**src/rtl/panel_cmd_rx.sv**
```systemverilog
// Serial control-panel command decoder: UART bytes -> function keys, rotary
// position and 16-bit data keys, with an LED refresh request after every change.
module panel_cmd_rx #(
  parameter int unsigned SYNC_STAGES    = 2,
  parameter int unsigned TIMEOUT_CYCLES = 1000000
) (
  input  logic        clk_sys,
  input  logic        rst,
  input  logic [7:0]  rx_byte,
  input  logic        rx_ready,
  output logic [11:0] fnkey,
  output logic [0:3]  rotary_pos,
  output logic [0:15] kl,
  output logic        send_leds,
  output logic        frame_err
);

  localparam int unsigned   TW     = $clog2(TIMEOUT_CYCLES + 1);
  localparam logic [TW-1:0] T_LAST = TW'(TIMEOUT_CYCLES - 1);

  typedef enum logic [1:0] {IDLE, KEY_HI, KEY_LO} state_t;

  state_t                 state_q, state_d;
  logic [SYNC_STAGES-1:0] sync_q;
  logic                   ready_prev_q;
  logic                   strobe_q;
  logic [7:0]             hi_q, hi_d;
  logic [TW-1:0]          timer_q, timer_d;
  logic [11:0]            fnkey_d;
  logic [0:3]             rot_d;
  logic [0:15]            kl_d;
  logic                   leds_d, err_d;
  logic                   expire;

  // Strobe is registered so rx_ready rise -> output update is SYNC_STAGES+2 edges.
  always_ff @(posedge clk_sys) begin
    if (rst) begin
      sync_q       <= '0;
      ready_prev_q <= 1'b0;
      strobe_q     <= 1'b0;
    end else begin
      sync_q       <= {sync_q[SYNC_STAGES-2:0], rx_ready};
      ready_prev_q <= sync_q[SYNC_STAGES-1];
      strobe_q     <= sync_q[SYNC_STAGES-1] & ~ready_prev_q;
    end
  end

  // A byte arriving on the expiry cycle takes precedence over the timeout.
  assign expire = (state_q != IDLE) && !strobe_q && (timer_q == T_LAST);

  always_ff @(posedge clk_sys) begin
    if (rst) state_q <= IDLE;
    else     state_q <= state_d;
  end

  always_comb begin
    state_d = state_q;
    case (state_q)
      IDLE:    if (strobe_q && rx_byte[7:6] == 2'b01) state_d = KEY_HI;
      KEY_HI:  if (strobe_q) state_d = KEY_LO;
               else if (expire) state_d = IDLE;
      KEY_LO:  if (strobe_q || expire) state_d = IDLE;
      default: state_d = IDLE;
    endcase
  end

  always_comb begin
    fnkey_d = fnkey;
    rot_d   = rotary_pos;
    kl_d    = kl;
    hi_d    = hi_q;
    timer_d = '0;
    leds_d  = 1'b0;
    err_d   = 1'b0;
    case (state_q)
      IDLE: begin
        if (strobe_q) begin
          case (rx_byte[7:6])
            2'b10: begin
              if (rx_byte[3:0] < 4'd12) begin
                fnkey_d[rx_byte[3:0]] = rx_byte[5];
                leds_d                = 1'b1;
              end
            end
            2'b11: begin
              rot_d  = rx_byte[3:0];
              leds_d = 1'b1;
            end
            2'b00:   leds_d = (rx_byte == 8'h00);
            default: ;
          endcase
        end
      end
      KEY_HI: begin
        if (strobe_q)    hi_d    = rx_byte;
        else if (expire) err_d   = 1'b1;
        else             timer_d = timer_q + 1'b1;
      end
      KEY_LO: begin
        if (strobe_q) begin
          kl_d   = {hi_q, rx_byte};
          leds_d = 1'b1;
        end else if (expire) begin
          err_d = 1'b1;
        end else begin
          timer_d = timer_q + 1'b1;
        end
      end
      default: ;
    endcase
  end

  always_ff @(posedge clk_sys) begin
    if (rst) begin
      fnkey      <= '0;
      rotary_pos <= '0;
      kl         <= '0;
      hi_q       <= '0;
      timer_q    <= '0;
      send_leds  <= 1'b0;
      frame_err  <= 1'b0;
    end else begin
      fnkey      <= fnkey_d;
      rotary_pos <= rot_d;
      kl         <= kl_d;
      hi_q       <= hi_d;
      timer_q    <= timer_d;
      send_leds  <= leds_d;
      frame_err  <= err_d;
    end
  end

endmodule

```
**config.mk**
```make
export PLATFORM = sky130hd
export DESIGN_NAME = panel_cmd_rx
export DESIGN_NICKNAME = d
export VERILOG_FILES = /design/src/rtl/panel_cmd_rx.sv
export SDC_FILE = /design/constraint.sdc
export NUM_CORES = 1
export LEC_CHECK = 0
export ABC_AREA = 1
export BUFFER_PORTS_ARGS = -buffer_cell sky130_fd_sc_hd__buf_2
export CAP_MARGIN = 10
export CORE_MARGIN = 2
export CORE_UTILIZATION = 30
export CTS_CLUSTER_SIZE = 40
export DETAILED_ROUTE_END_ITERATION = 12
export GPL_TIMING_DRIVEN = 0
export PLACE_DENSITY_LB_ADDON = 0.25
export RECOVER_POWER = 25
export SETUP_SLACK_MARGIN = 0.2
export SLEW_MARGIN = 10
export SYNTH_ARGS = -nofsm -noshare
export SYNTH_HDL_FRONTEND = slang
export SYNTH_SLANG_ARGS = --single-unit
```
**constraint.sdc**
```tcl
create_clock -name clk_sys -period 1.3 [get_ports clk_sys]
set_input_delay 0.26 -clock clk_sys [delete_from_list [all_inputs] [get_ports clk_sys]]
set_output_delay 0.26 -clock clk_sys [all_outputs]
set_load 0.02 [all_outputs]
```
==> out/qor.log <==
INFO  placed_design  dpl.hpwl=5190um
INFO  routing        detail_route.first_pass.iterations=4
INFO  worst_setup_path worstSetupStartpointType=flop
INFO  floorplanning  dieArea=10760squm
INFO  synth          yosys.cell_types.count=33
INFO  worst_setup_path worst_ep_arrival_time=1.69ns
INFO  pwr            power_per_standard_cell_area=1297nW/um^2
INFO  cts            cts.sink_count=68
INFO  timing         finalSetupViolCount=33
INFO  pwr            power_leakage=1.687nW
INFO  synth          syn_area_per_cell=7.688squm
INFO  worst_setup_path critical-path-top-cell-by-count=inv_2
INFO  layout         regArea=1419squm
INFO  global_route   grt_remaining_overflow=0
INFO  floorplanning  die-height=103.7um
INFO  global_route   grt_max_degree=13
INFO  run_status     outcome=complete, but fails checks
INFO  cts            cts.reportedPaths.clkPinSlew=0.08ns
INFO  routing        route.vias.total=2837
INFO  layout         num-fill-cells=971
INFO  cts            cts_inserted_buffers=9
INFO  routing        wirelength=8053um
INFO  placed_design  postPlaceCellArea=3455squm
INFO  layout         final_layout_size_suffix_gt1_share=49.16%
INFO  synth          top_cell_type_s_share_of_synthesized_area=45.64%
INFO  timing         post-route-min-period=1.433ns
INFO  routing        detail-route-antenna-nets=0
INFO  layout         insertedDiodeCount=0
INFO  cts            insertion_delay=0.35ns
INFO  synth          netlist_instances=388
INFO  worst_setup_path timing.critical_path.cells=inv_2 -> ha_4 -> inv_2 -> nand2_2 -> nor2_4 -> nand3_4 -> nand4_4 -> clkbuf_16 -> nor2_2
INFO  layout         multi_input_comb_area=1735squm
INFO  floorplanning  starting_utilization_of_the_core_area=30.66%
INFO  timing         finalCritPeriodShare=110.2%
INFO  pwr            power_frac_clock=32.9%
INFO  timing         maxClockFrequency=697.8MHz
INFO  cts            cts_root_buffer=clkbuf_8
INFO  floorplanning  die_x=103.7um
INFO  routing        drcViolationCount=0
INFO  layout         layout_commonest_cell=nor2_1
INFO  global_route   first_global_vias=2793
INFO  timing         grt_setup_unrepaired=true
INFO  timing         drv_slew=0
INFO  worst_setup_path path_class=flop to flop
INFO  synth          mappedNetlistArea=2983squm
INFO  worst_setup_path cp_slowest_cell=dfxtp_2
INFO  global_route   globalRouteMet1Util=18.95%
INFO  layout         fin_nets=485
INFO  synth          synth_seq_area_share=45.64%
INFO  timing         worst-slew-pin-transition=0.5140ns
INFO  synth          synth_seq_cells=68
INFO  timing         worst_clock_skew=0.01525ns
INFO  synth          synth_top_area_cell=dfxtp_1
INFO  pwr            sw_frac_of_total=29.89%
INFO  run_status     failing_checks=negative setup slack
INFO  pwr            cellInternalPower=0.004100W
INFO  pwr            p_comb_share=29.0%
INFO  cts            cts.htree.levels=3
INFO  global_route   met3_track_usage_gr=4.972%
INFO  global_route   track_usage=15.10%
INFO  floorplanning  core_area=9729squm
INFO  routing        routedWlPerCell=13.27um
INFO  global_route   busiest_layer_in_global_routing=met2
INFO  global_route   grt_util_met2=24.31%
INFO  layout         layout_area_overhead=51.09%
INFO  routing        detailedRoute.firstIterationViolations=120
INFO  routing        viasPerCell=4.674
INFO  flow_run       max-cap-violations=0
INFO  placed_design  portBuffers=42
INFO  floorplanning  rows=36
INFO  worst_setup_path worst_path_largest_cell_delay=0.35ns
INFO  worst_setup_path cp_max_fo=5
INFO  pwr            seq_power_share=38.1%
INFO  worst_setup_path data_required_time_of_the_critical_path=1.55ns
INFO  placed_design  globalplace.congestion=0.8591
INFO  pwr            switching_power=0.001747W
INFO  timing         max-slew-margin-rel=65.44%
INFO  timing         hold_violations=0
INFO  global_route   wire_length_of_the_first_global_routing_pass=13140um
INFO  worst_setup_path setup.worst_path.end_class=flop
INFO  layout         finalCoreUtilization=46.32%
INFO  pwr            ir_drop=678.3uV
INFO  global_route   antenna_violations_before_repair=0
INFO  timing         layout_setup_ws=-0.1331ns
INFO  floorplanning  ios=45
INFO  synth          mappedNetlistNets=403
INFO  layout         most-common-layout-cells=nor2_1 (52), dfxtp_2 (43), buf_6 (40)
INFO  placed_design  dp_slack=-0.1713ns
INFO  synth          yosys_warnings=0
INFO  layout         design_area_final=4507squm
INFO  cts            cts_tree=built
INFO  synth          synth_top_cells_by_area=dfxtp_1 (46%), nor2_1 (7.8%), o21ai_0 (7.4%), a21oi_1 (5.9%), nand2_1 (5.7%)
INFO  cts            clock_tree.buffer_depth=2
INFO  hold_path      hold_crit_class=input port to flop
==> Yosys cell counts (all sizes together) <==
library cell and number:
a21oi 40, o31ai 1, nand2 51, buf 3
nand3 15, nor2 79, nor4 1, or2 3
o21ai 45, clkbuf 8, nand3b 1, xnor2 1
xor2 3, nand4 7, o22ai 1, dfxtp 68
ha 4, nor3 13, clkinv 1, inv 43
==> flip-flops by register name, indices dropped and copies added (netlist names) <==
register / cells
timer_q: 20
kl: 16
fnkey: 12
hi_q: 8
rotary_pos: 4
state_q: 2
sync_q: 2
frame_err: 1
ready_prev_q: 1
send_leds: 1
strobe_q: 1
==> critical path, delay by kind of cell (launching register included) <==
| kind | cells | cell delay [ns] |
|---|---|---|
| buffers and inverters | 3 | 0.30 |
| AND/OR/NAND/NOR | 5 | 0.52 |
| flip-flops | 1 | 0.35 |
| adder cells (fa/ha/maj) | 1 | 0.17 |
==> routing by layer <==
| metal | routed length [um] | vias up |
|---|---|---|
| met5 | 0 | - |
| met4 | 148 | 0 |
| met3 | 391 | 12 |
| met2 | 3853 | 57 |
| met1 | 3659 | 1337 |
| li1 | - | 1431 |
==> cell families (layout without fill, tap and decap cells) <==
| logic type | Yosys count | after routing | share of synthesized area [%] |
|---|---|---|---|
| compound gates | 87 | 87 | 15.35 |
| xor+xnor | 4 | 4 | 1.175 |
| fa+ha+maj | 4 | 4 | 1.678 |
| buf+inv | 55 | 141 | 7.550 |
| flops | 68 | 68 | 45.64 |
| simple gates | 170 | 170 | 28.61 |
==> cell type report <==
class / instances / share of cell area, %
tap: 133 / 3.692
multi-input combinational: 265 / 38.51
inverter: 44 / 3.803
clock inverter: 6 / 1.999
clock buffer: 9 / 2.748
sequential: 68 / 31.48
buffer: 11 / 2.193
timing repair buffer: 71 / 15.57
==> power groups by stage <==
| stage | combinational, W | clock, W | sequential (W) |
|---|---|---|---|
| floorplan | 0.000715 | 0 | 0.00228 |
| CTS | 0.00143 | 0.00196 | 0.00222 |
| global route | 0.00181 | 0.00205 | 0.00223 |
| global placement | 0.000892 | 0 | 0.00227 |
| finish | 0.00169 | 0.00193 | 0.00223 |
| detailed placement | 0.000914 | 0 | 0.00227 |
==> per-stage QoR <==
stage	setup TNS, ns	hold slack, ns	power [W]	std cells
CTS	-1.741	0.1064	0.005613	600
global route	-5.903	0.1079	0.006099	607
floorplan	0	0.3670	0.002994	388
global placement	-2.957	0.3813	0.003164	563
finish	-2.394	0.1188	0.005847	607
detailed placement	-3.576	0.3821	0.003186	563
==> path summary, 6_finish.rpt <==
kind | to | cells past startpoint | start | slack [ns]
max | timer_q[2] | 9 | state_q[0] | -0.13
min | sync_q[0] | 3 | rx_ready | 0.12
min reg2reg | strobe_q | 1 | ready_prev_q | 0.38
max reg2reg | timer_q[2] | 9 | state_q[0] | -0.13
==> timing repair <==
action / CTS / global route
setup buffers: 21 / 6
endpoints found under the setup margin: 97 / 96
gates cloned: 1 / 1
resized for setup: 121 / 76
hold buffers: 0 / 0
pin swaps: 20 / 16
Power figures use the tool's default switching activity.
